**src/rtl/board_renderer_pkg.sv**
```systemverilog
// tetris_pkg: board geometry, cell/colour types, palette and renderer states.
// Shared by the board renderer (grid overlay: BOARD_RENDERER_GRID_EN).
package tetris_pkg;

   localparam int BOARD_W = 10;
   localparam int BOARD_H = 20;

   typedef logic [2:0] cell_t;
   typedef enum logic [2:0] {EMPTY, I, O, T, S, Z, J, L} piece_e;

   typedef logic [5:0] colour_t;
   localparam colour_t COL_EMPTY   = 6'b000000;
   localparam colour_t COL_I       = 6'b001111;
   localparam colour_t COL_O       = 6'b111100;
   localparam colour_t COL_T       = 6'b100010;
   localparam colour_t COL_S       = 6'b001100;
   localparam colour_t COL_Z       = 6'b110000;
   localparam colour_t COL_J       = 6'b000011;
   localparam colour_t COL_L       = 6'b110100;
   localparam colour_t GRID_COLOUR = 6'b010101;

   typedef enum logic [2:0] {IDLE, FETCH, LATCH, PAINT, DONE} rstate_e;

   function automatic colour_t palette(cell_t c);
      case (piece_e'(c))
         I:       palette = COL_I;
         O:       palette = COL_O;
         T:       palette = COL_T;
         S:       palette = COL_S;
         Z:       palette = COL_Z;
         J:       palette = COL_J;
         L:       palette = COL_L;
         default: palette = COL_EMPTY;
      endcase
   endfunction

endpackage

```
**src/rtl/board_renderer_if.sv**
```systemverilog
// board_renderer_if: pixel-write port towards the vga_adapter.
// master drives the plot, slave (the adapter) consumes it.
interface board_renderer_if;
   logic [7:0] X;
   logic [6:0] Y;
   logic [5:0] colour;
   logic       writeEn;

   modport master (output X, output Y, output colour, output writeEn);
   modport slave  (input X, input Y, input colour, input writeEn);
endinterface

```
**src/rtl/board_renderer.sv**
```systemverilog
// board_renderer: redraws the 10x20 board as 5x5 pixel squares on a start pulse.
// Define BOARD_RENDERER_GRID_EN to outline empty cells in GRID_COLOUR.
module board_renderer
   import tetris_pkg::*;
#(
   parameter int CELL_PX  = 5,
   parameter int ORIGIN_X = 55,
   parameter int ORIGIN_Y = 10
) (
   input  logic              clk,
   input  logic              reset,
   input  logic              start,
   output logic [7:0]        rd_addr,
   input  logic [2:0]        rd_data,
   board_renderer_if.master  vga,
   output logic              busy,
   output logic              done
);

   localparam logic [2:0] PX_LAST  = 3'(CELL_PX - 1);
   localparam logic [3:0] COL_LAST = 4'(BOARD_W - 1);
   localparam logic [4:0] ROW_LAST = 5'(BOARD_H - 1);

   rstate_e    state_q, state_d;
   logic [7:0] rd_addr_q, rd_addr_d;
   logic [4:0] row_q, row_d;
   logic [3:0] col_q, col_d;
   logic [2:0] px_q, px_d;
   logic [2:0] py_q, py_d;
   cell_t      cell_q, cell_d;
   logic [7:0] x_q, x_d;
   logic [6:0] y_q, y_d;
   colour_t    colour_q, colour_d;
   logic       we_q, we_d;
   logic       busy_q, busy_d;
   logic       done_q, done_d;
   cell_t      pix_cell;

   always_comb begin
      state_d   = state_q;
      rd_addr_d = rd_addr_q;
      row_d     = row_q;
      col_d     = col_q;
      px_d      = px_q;
      py_d      = py_q;
      cell_d    = cell_q;
      x_d       = x_q;
      y_d       = y_q;
      colour_d  = colour_q;
      we_d      = 1'b0;
      pix_cell  = cell_q;

      unique case (state_q)
         IDLE: begin
            if (start) begin
               state_d   = FETCH;
               rd_addr_d = 8'd0;
               row_d     = 5'd0;
               col_d     = 4'd0;
               px_d      = 3'd0;
               py_d      = 3'd0;
            end
         end
         FETCH: state_d = LATCH;
         LATCH: begin
            // rd_data is consumed directly so the first plot is registered now
            state_d  = PAINT;
            cell_d   = rd_data;
            pix_cell = rd_data;
            px_d     = 3'd0;
            py_d     = 3'd0;
            we_d     = 1'b1;
         end
         PAINT: begin
            if (px_q == PX_LAST && py_q == PX_LAST) begin
               px_d = 3'd0;
               py_d = 3'd0;
               if (row_q == ROW_LAST && col_q == COL_LAST) begin
                  state_d   = DONE;
                  rd_addr_d = 8'd0;
                  row_d     = 5'd0;
                  col_d     = 4'd0;
               end else begin
                  state_d   = FETCH;
                  rd_addr_d = rd_addr_q + 8'd1;
                  if (col_q == COL_LAST) begin
                     col_d = 4'd0;
                     row_d = row_q + 5'd1;
                  end else begin
                     col_d = col_q + 4'd1;
                  end
               end
            end else begin
               we_d = 1'b1;
               if (px_q == PX_LAST) begin
                  px_d = 3'd0;
                  py_d = py_q + 3'd1;
               end else begin
                  px_d = px_q + 3'd1;
               end
            end
         end
         DONE: state_d = IDLE;
         default: state_d = IDLE;
      endcase

      if (we_d) begin
         x_d = 8'(ORIGIN_X + CELL_PX * int'(col_q) + int'(px_d));
         y_d = 7'(ORIGIN_Y + CELL_PX * int'(row_q) + int'(py_d));
         colour_d = palette(pix_cell);
`ifdef BOARD_RENDERER_GRID_EN
         if (pix_cell == cell_t'(EMPTY) &&
             (px_d == PX_LAST || py_d == PX_LAST))
            colour_d = GRID_COLOUR;
`endif
      end

      busy_d = (state_d != IDLE);
      done_d = (state_d == DONE);
   end

   always_ff @(posedge clk) begin
      if (reset) begin
         state_q   <= IDLE;
         rd_addr_q <= 8'd0;
         row_q     <= 5'd0;
         col_q     <= 4'd0;
         px_q      <= 3'd0;
         py_q      <= 3'd0;
         cell_q    <= '0;
         x_q       <= 8'd0;
         y_q       <= 7'd0;
         colour_q  <= '0;
         we_q      <= 1'b0;
         busy_q    <= 1'b0;
         done_q    <= 1'b0;
      end else begin
         state_q   <= state_d;
         rd_addr_q <= rd_addr_d;
         row_q     <= row_d;
         col_q     <= col_d;
         px_q      <= px_d;
         py_q      <= py_d;
         cell_q    <= cell_d;
         x_q       <= x_d;
         y_q       <= y_d;
         colour_q  <= colour_d;
         we_q      <= we_d;
         busy_q    <= busy_d;
         done_q    <= done_d;
      end
   end

   assign rd_addr     = rd_addr_q;
   assign vga.X       = x_q;
   assign vga.Y       = y_q;
   assign vga.colour  = colour_q;
   assign vga.writeEn = we_q;
   assign busy        = busy_q;
   assign done        = done_q;

endmodule

```
**src/flat_wrapper.sv**
```systemverilog
// flat-port wrapper written by rule: the top's interface ports become plain ports
module board_renderer_flat import tetris_pkg::*;
#(
   parameter int CELL_PX  = 5,
   parameter int ORIGIN_X = 55,
   parameter int ORIGIN_Y = 10
)
  (clk, reset, start, rd_addr, rd_data, busy, done, vga_X, vga_Y, vga_colour, vga_writeEn);
  board_renderer_if vga_i ();
  input  logic clk;
  input  logic reset;
  input  logic start;
  output logic [7:0] rd_addr;
  input  logic [2:0] rd_data;
  output logic busy;
  output logic done;
  output wire logic [$bits(vga_i.X)-1:0] vga_X;
  output wire logic [$bits(vga_i.Y)-1:0] vga_Y;
  output wire logic [$bits(vga_i.colour)-1:0] vga_colour;
  output wire logic [$bits(vga_i.writeEn)-1:0] vga_writeEn;
  assign vga_X = vga_i.X;
  assign vga_Y = vga_i.Y;
  assign vga_colour = vga_i.colour;
  assign vga_writeEn = vga_i.writeEn;
  board_renderer #(.CELL_PX(CELL_PX), .ORIGIN_X(ORIGIN_X), .ORIGIN_Y(ORIGIN_Y)) u_core (.clk(clk), .reset(reset), .start(start), .rd_addr(rd_addr), .rd_data(rd_data), .vga(vga_i), .busy(busy), .done(done));
endmodule
```
**config.mk**
```make
export PLATFORM = sky130hd
export DESIGN_NAME = board_renderer_flat
export DESIGN_NICKNAME = d
export VERILOG_FILES = /design/src/rtl/board_renderer_pkg.sv /design/src/rtl/board_renderer_if.sv /design/src/rtl/board_renderer.sv /design/src/flat_wrapper.sv
export SDC_FILE = /design/constraint.sdc
export NUM_CORES = 1
export LEC_CHECK = 0
export CORE_UTILIZATION = 40
export DETAILED_ROUTE_END_ITERATION = 10
export PLACE_DENSITY = 0.66
export SLEW_MARGIN = 20
export SYNTH_ARGS = -nofsm -noshare
export SYNTH_HDL_FRONTEND = slang
export SYNTH_SLANG_ARGS = --single-unit
```
**constraint.sdc**
```tcl
create_clock -name clk -period 4.97 [get_ports clk]
set_input_delay 0.994 -clock clk [delete_from_list [all_inputs] [get_ports clk]]
set_output_delay 0.994 -clock clk [all_outputs]
set_load 0.02 [all_outputs]
```
; ---- Word-level counts from Yosys, hierarchy flattened
; Cells that the tools add are included.
[word_totals]
register_bits = 53
latchBits = 0
ramBits = 0
mem_bits_ro = 0
input_bits = 6
output_inout_bits = 32
elab_cells = 79
memories = 0
[op_classes]
n_addsub = 9
n_mul = 2
div_mod_pow = 0
n_lt_le_gt_ge = 0
n_eq_ne = 18
shift = 0
muxes = 30
bitwise_logic = 0
reduce_logical = 7
[op_table]
columns = cell, count
row1 = $pmux W6 S7, 1
row2 = $mux W3, 10
row3 = $mux W8, 3
row4 = $eq A3 B3 Y1 const B, 7
row5 = $mux W5, 4
row6 = $pmux W3 S3, 2
row7 = $mux W4, 4
row8 = $pmux W8 S2, 1
row9 = $eq A3 B2 Y1 const B, 4
row10 = $pmux W3 S4, 1
row11 = $pmux W5 S2, 1
row12 = $add A7 B8 Y8 const A, 1
row13 = $add A8 B1 Y8 const B, 1
row14 = $add A8 B4 Y8, 1
row15 = $pmux W4 S2, 1
row16 = $add A5 B7 Y7 const A, 1
row17 = $add A7 B4 Y7, 1
row18 = $mul A3 B4 Y7 const A, 1
row19 = $mul A3 B5 Y7 const A, 1
row20 = $add A3 B1 Y3 const B, 2
row21 = $eq A3 B1 Y1 const B, 2
row22 = $add A5 B1 Y5 const B, 1
row23 = $eq A5 B5 Y1 const B, 1
row24 = $add A4 B1 Y4 const B, 1
row25 = 12 further kinds, 13

; ---- Longest topological paths before layout
; Gate-level depths: netlist of the first run.
[depth]
word_depth = 6
ltp_mapped = 13
mapped_depth_nobuf = 13

; ---- Least setup slack after synthesis of the first run
; OpenSTA, ideal clock, no wires.
[synth_timing]
kind = input to register
start = input port start
end = register u_core.y_q[6], in the netlist u_core.vga.Y[6]
setup_time_ns = 0.091
arrival_ns = 3.530
required_time_ns = 4.879
path_slack_ns = 1.349
stages = 10
path_buffers = 0
cell_sequence = nor2b_1 -> o221ai_1 -> mux2_2 -> fa_1 -> ha_1 -> fa_1 -> a211o_1 -> a21oi_1 -> o211ai_1 -> a311oi_1
[synth_via]
elab_chain_cells = 3
[synth_lines]
columns = item, line
row1 = "start, declared", flat_wrapper.sv:12  ; input logic start;
row2 = $mux W3, board_renderer.sv:55  ; if (start) begin
row3 = $pmux W3 S3, board_renderer.sv:53  ; unique case (state_q)
row4 = net u_core.py_d[0], board_renderer.sv:29  ; logic [2:0] py_q, py_d;
row5 = $add A7 B4 Y7, board_renderer.sv:109  ; y_d = 7'(ORIGIN_Y + CELL_PX * int'(row_q) + int'(py_d));
row6 = "end signal, assigned", board_renderer.sv:146  ; y_q <= y_d;
row7 = "end, declared", board_renderer.sv:32  ; logic [6:0] y_q, y_d;
; The timed path passes the listed nets, and every way through them passes these cells.
; A chain may end at the register's enable or synchronous reset.

; ---- Worst setup path in the final report of the first run
; Same ends and word-level chain as after synthesis.

==> metrics.yaml, run 1 <==
status: "complete, no violations"
crit_path_end: "u_core.vga.Y[6]"
cts_hold_buf: 0
path_cells: "clkdlybuf4s50_1 -> nor2b_1 -> o221ai_1 -> mux2_2 -> fa_1 -> ha_1 -> fa_1 -> a211o_1 -> a21oi_1 -> o211ai_1 -> a311oi_1"
skew_ns: 0.00926
synth_edf_count: 0
period_share_pct: 80.0
critPathSlowestCell: "fa_1"
final_hold_viol_count: 0
r2r_end: "u_core.vga.Y[6]"
max_slew.worst_pin.slew_ns: 0.898
worst_ep_arrival_time_ns: 4.20
ant_nets: 0
wl_met1_um: 3190
worst_r2r_startpoint: "u_core.px_q[0]"
first_iter_violations: 157
cpLargestDelayFamily: "adder cells"
cp-start-kind: "input port"
clock_sinks: 53
synth_area_um2: 3150
worstPathRequired_ns: 5.20
routed_wl_um: 6490
timing.hold.ws_ns: 0.456
synth_area_per_cell_um2: 9.00
cellLeakagePower_nw: 1.50
final_common_cell: "dfxtp_1"
reg2regPathDepth: 12
fin_nets: 426
overflow: 0
h-tree-depth: 2
layout-drive-gt1-share_pct: 3.66
critPathLaunch: "start"
numCtsBuffers: 5
die_area_um2: 8240
clkLatencyLatePin_ns: 0.31
slowest_delay_ns: 0.49
initial_core_util_pct: 42.3
post-cts-setup-buffer-count: 0
min-delay-start: "u_core.vga.X[1]"
vias: 2578
setup_viol: 0
p_per_area_nw_per_um2: 272
cp_common_cell: "fa_1"
syn_nets: 393
cp.depth: 11
synth-main-ff-cell: "dfxtp_1"
ys.warnings.count: 0
syn_to_final_growth_pct: 16.3
grt_max_degree: 31
synthCells: 350
ys_seq_elements: 53
vdd_drop_max_mv: 0.130
dieHeight_um: 90.8
synth.distinct_cells: 53
cts_tree: "yes"
rsz0062_at_grt: "no"
io_pins: 38
setup-tns-final_ns: 0
route.met2.wl_um: 3030
die_x_um: 90.8
max_freq_mhz: 252
core_area_um2: 7450
timing.final.crit_period_ns: 3.97
num_rows: 31
cp_max_fo: 4
place.detailed.hpwl_um: 4820
whs_path_depth: 2
drc: 0
dr.max_layer_used: "met4"
root_buffer: "clkbuf_8"
ys_seq_area_share_pct: 33.7
grt_pass1_wl_um: 11000
grt_antenna_before_repair: 0
cap_violations: 0
end_kind: "flop"
n_antenna_cell: 0
cts_max_path_buffers: 2
slew_headroom_pct: 40.0
hold_class: "flop to flop"
async_flop_share_pct: 0
wire_per_inst_um: 13.5
clk_pin_slew_ns: 0.09
drtPass1Iterations: 4
io_buffers: 37
r2r_setup_slack_ns: 1.55
setup.worst_path.class: "input port to flop"
avgViaCountPerCell: 5.35
ctsResizeCount: 0
track_usage_pct: 16.4
drv_slew: 0
globalplace.congestion: 0.797
met3_wirelength_um: 185
grt_pass1_vias: 2336
cp_num_buf_inv: 1
layout_common_cells: "53 x dfxtp_1, 37 x clkdlybuf4s50_1, 32 x ha_1"
-- flip-flops by register name, indices dropped and copies added (netlist names) --
register,flops
u_core.vga.writeEn,1
u_core.busy,1
u_core.state_q,3
u_core.rd_addr,8
u_core.col_q,4
u_core.py_q,3
u_core.done,1
u_core.vga.Y,7
u_core.row_q,5
u_core.vga.colour,6
u_core.px_q,3
u_core.cell_q,3
u_core.vga.X,8
-- logic make-up after synthesis --
family | count (synthesis) | synth area share [%]
flip-flops | 53 | 33.7
AND/OR/NAND/NOR | 106 | 18.7
multiplexers | 10 | 3.26
XOR/XNOR | 11 | 3.06
buffers and inverters | 42 | 6.20
AO/OA/AOI/OAI | 91 | 19.2
adder cells (fa/ha/maj) | 37 | 15.9
-- cells in the mapped netlist, types with 3 or more instances --
library cell  instances  share of area, %
inv_1                28               3.3
a211o_1               5               1.4
o221ai_1              3              0.83
nand3b_1              5               1.2
xor2_1                3              0.83
buf_4                 5               1.2
or3_1                 8               1.6
o21ai_0              15               2.4
dfxtp_1              53                34
and2_1                3              0.60
ha_1                 32                13
a21o_1                5               1.2
clkbuf_1              4              0.48
buf_2                 3              0.48
nand2_1              18               2.1
o21a_1                3              0.71
xnor2_1               8               2.2
nor2b_1               5              0.99
mux2i_1               8               2.5
a21oi_1              30               4.8
o211ai_1              4              0.95
o31ai_1               4              0.95
nor3_1                3              0.48
or4_1                 6               1.4
a211oi_1              8               1.9
nand2b_1              4              0.79
nor2_1               28               3.3
fa_1                  5               3.2
nor3b_1               3              0.71
nand3_1               8               1.3
-- layout make-up --
class / count / area (µm²)
clock buffer: 7 / 86.3
fill: 736 / 3780
inverter: 28 / 105
multi-input combinational: 255 / 1890
sequential: 53 / 1060
tap: 99 / 124
timing repair buffer: 40 / 393
-- metal layers --
| metal | track usage, % | vias up |
|---|---|---|
| met3 | 2.27 | 7 |
| met4 | 5.24 | 0 |
| met1 | 22.3 | 1208 |
| met5 | 0 | - |
| met2 | 26.7 | 40 |
| li1 | - | 1323 |
-- tightest hold or removal path: stages, from the launching register on --
cell and delay (ns):
dfxtp_1 0.32, nand2_1 0.05, a21oi_1 0.05
-- power by group --
part,switching (mW),total (mW),internal (mW),leakage (nW)
Combinational,0.152,0.269,0.117,1.02
Clock,0.134,0.244,0.111,0.0443
Sequential,0.0273,0.484,0.456,0.431
Total,0.312,0.997,0.685,1.50
-- through the flow --
stage	util (%)	cell area, µm²	total power, mW	instances	setup WS, ns
floorplan	-	3150	0.680	350	1.35
global placement	48.0	3580	0.761	475	0.698
detailed placement	48.0	3580	0.765	475	0.641
CTS	49.2	3660	1.01	482	0.973
global route	49.2	3660	1.06	482	0.796
finish	49.2	3660	0.997	482	0.996
-- worst min path at each step --
stage / end
floorplan: u_core.row_q[4]
global placement: u_core.vga.colour[5]
detailed placement: u_core.vga.X[1]
CTS: u_core.vga.X[1]
global route: u_core.vga.Y[0]
finish: u_core.vga.X[1]
Note: power is estimated with default switching activity, not from simulation.
==> run 2: changes to the inputs <==
PLACE_DENSITY = 0.69   (was 0.66)
clock period = 3.45 ns   (was 4.97 ns; I/O delays follow)
==> run 2 against run 1 <==
- via count rose by 1.8%
- sequential power increased by 44%
- cell count is 2.7% higher
- clock skew down 0.0014 ns
- critical path depth grew 1
- first-iteration DRC count is 36% lower
- total power rose by 50%
- clock-buffer cell count is the same
- cell area rose by 3.8%
==> metrics.yaml, run 2 (synthesized netlist as in run 1, its figures left out) <==
status: "complete, no violations"  # unchanged
fin_nets: 438  # was 426
path_cells: "inv_1 -> ha_2 -> and2_2 -> and3_1 -> mux2_4 -> fa_1 -> ha_2 -> fa_2 -> a211o_1 -> a21oi_2 -> o211ai_1 -> a311oi_1"  # was clkdlybuf4s50_1 -> nor2b_1 -> o221ai_1 -> mux2_2 -> fa_1 -> ha_1 -> fa_1 -> a211o_1 -> a21oi_1 -> o211ai_1 -> a311oi_1
cts_tree: "yes"  # unchanged
setup_viol: 0  # unchanged
io_pins: 38  # unchanged
root_buffer: "clkbuf_8"  # unchanged
wl_met1_um: 3290  # was 3190 µm
min-delay-start: "u_core.vga.X[2]"  # was u_core.vga.X[1]
post-cts-setup-buffer-count: 0  # unchanged
p_per_area_nw_per_um2: 393  # was 272 nW/µm²
die_area_um2: 8240  # unchanged
r2r_setup_slack_ns: 0.22  # was 1.55 ns
min_to: "u_core.vga.X[2]"  # was u_core.vga.X[1]
track_usage_pct: 17.4  # was 16.4%
syn_to_final_growth_pct: 20.7  # was 16.3%
overflow: 0  # unchanged
max_slew.worst_pin.slew_ns: 0.873  # was 0.898 ns
initial_core_util_pct: 42.3  # unchanged
n_antenna_cell: 0  # unchanged
cellLeakagePower_nw: 1.58  # was 1.50 nW
power.share.clock_pct: 25.9  # was 24.5%
vdd_drop_max_mv: 0.195  # was 0.130 mV
clock_sinks: 53  # unchanged
globalplace.congestion: 0.804  # was 0.797
dr.max_layer_used: "met4"  # unchanged
period_share_pct: 93.5
final_cell_area_um2: 3800  # was 3660 µm²
clkLatencyLatePin_ns: 0.32  # was 0.31 ns
max_freq_mhz: 310
fillCellCount: 722  # was 736
swShare_pct: 31.3  # about the same
clk_pin_slew_ns: 0.10  # was 0.09 ns
slew_headroom_pct: 41.8  # was 40.0%
timing.final.crit_period_ns: 3.23
layout-drive-gt1-share_pct: 9.09  # was 3.66%
worst_ep_arrival_time_ns: 3.46  # was 4.20 ns
met3_wirelength_um: 152  # was 185 µm
cp_common_cell: "ha_2"  # was fa_1
io_buffers: 37  # unchanged
p_seq_share_pct: 46.7  # was 48.5%
setup-tns-final_ns: 0  # unchanged
vias: 2625  # was 2578
setup.worst_path.class: "flop to flop"  # was input port to flop
ant_nets: 0  # unchanged
grt_pass1_wl_um: 11700  # was 11000 µm
multiInputGateArea_um2: 1920  # was 1890 µm²
r2r_end: "u_core.vga.Y[6]"  # unchanged
p_sw_uw: 468  # was 312 µW
p_int_mw: 1.03  # was 685 µW
dpl_cell_area_um2: 3670  # was 3580 µm²
drtPass1Iterations: 4  # unchanged
cap_violations: 0  # unchanged
end_kind: "flop"  # unchanged
rsz0062_at_grt: "no"  # unchanged
skew_ns: 0.00783  # was 0.00926 ns
cts_max_path_buffers: 2  # unchanged
grt_antenna_before_repair: 0  # unchanged
route.met2.wl_um: 3170  # was 3030 µm
power_frac_comb_pct: 27.4  # was 27.0%
final_common_cell: "dfxtp_1"  # unchanged
die_x_um: 90.8  # unchanged
drv_slew: 0  # unchanged
routed_wl_um: 6720  # was 6490 µm
worstPathRequired_ns: 3.69  # was 5.20 ns
dieHeight_um: 90.8  # unchanged
first_iter_violations: 100  # was 157
grt_pass1_vias: 2563  # was 2336
drc: 0  # unchanged
worst_r2r_startpoint: "u_core.px_q[0]"  # unchanged
critPathSlowestCell: "fa_1"  # unchanged
utilization_pct: 51.1  # was 49.2%
core_area_um2: 7450  # unchanged
register_area_um2: 1060  # about the same
cp-start-kind: "flop"  # was input port
grt_max_degree: 29  # was 31
avgViaCountPerCell: 5.30  # was 5.35
place.detailed.hpwl_um: 4980  # was 4820 µm
wire_per_inst_um: 13.6  # was 13.5 µm
cp_max_fo: 5  # was 4
slowest_delay_ns: 0.48  # was 0.49 ns
h-tree-depth: 2  # unchanged
cts_hold_buf: 0  # unchanged
layout_common_cells: "52 x dfxtp_1, 36 x clkdlybuf4s50_1, 30 x ha_1"  # was 53 x dfxtp_1, 37 x clkdlybuf4s50_1, 32 x ha_1
final_hold_viol_count: 0  # unchanged
numCtsBuffers: 5  # unchanged
whs_path_depth: 2  # unchanged
num_rows: 31  # unchanged
hold_class: "flop to flop"  # unchanged
reg2regPathDepth: 12  # unchanged
[run 2: metrics by stage]
step,total power [mW],hold slack (ns),std cells,setup WS (ns)
2_1_floorplan,0.980,0.487,350,0.133
3_3_place_gp,1.11,0.445,487,-0.403
6_report,1.49,0.453,495,0.223
3_5_place_dp,1.12,0.447,487,-0.443
5_1_grt,1.58,0.475,495,0.00544
4_1_cts,1.50,0.456,495,0.0339
[run 2: timing repair]
item | in CTS | in global routing
pin swaps | 0 | 4
endpoints found under the hold margin | 0 | 0
resized for setup | 4 | 7
setup endpoints to repair | 1 | 1
[run 2: power groups by stage]
stage               Sequential (mW)  Combinational (mW)  Clock [mW]
floorplan                     0.743               0.237           0
global placement              0.709               0.403           0
detailed placement            0.711               0.408           0
CTS                           0.697               0.411       0.396
global route                  0.705               0.456       0.420
finish                        0.697               0.409       0.386
[run 2: worst max path at each step]
stage / from / end / slack [ns] / depth (start not counted)
after floorplan: start / u_core.vga.Y[6] / 0.13 / 10
after global placement: start / u_core.vga.Y[6] / -0.40 / 11
after detailed placement: start / u_core.vga.Y[6] / -0.44 / 11
after CTS: start / u_core.vga.Y[6] / 0.03 / 11
after global routing: u_core.px_q[0] / u_core.vga.Y[6] / 0.005 / 12
final: u_core.px_q[0] / u_core.vga.Y[6] / 0.22 / 12
[run 2: cell type report]
class                      instances  share of cell area [%]
clock inverter                     1                   0.132
sequential                        53                    27.9
timing repair buffer              52                    12.8
inverter                          28                    2.76
multi-input combinational        255                    50.6
tap                               99                    3.26
clock buffer                       7                    2.53
[run 2: critical path, delay by kind of cell (launching register included)]
family	cells	cell delay, ns
muxes	1	0.29
adders and majority gates	4	1.25
AOI/OAI and AO/OA	4	0.77
DFF	1	0.36
buffers and inverters	1	0.05
and+or+nand+nor	2	0.42
[run 2: per-layer routing]
metal  vias to the layer above  track usage, %
li1                       1349               -
met1                      1242            22.9
met2                        27            28.5
met3                         7            2.53
met4                         0            7.39
met5                         -               0
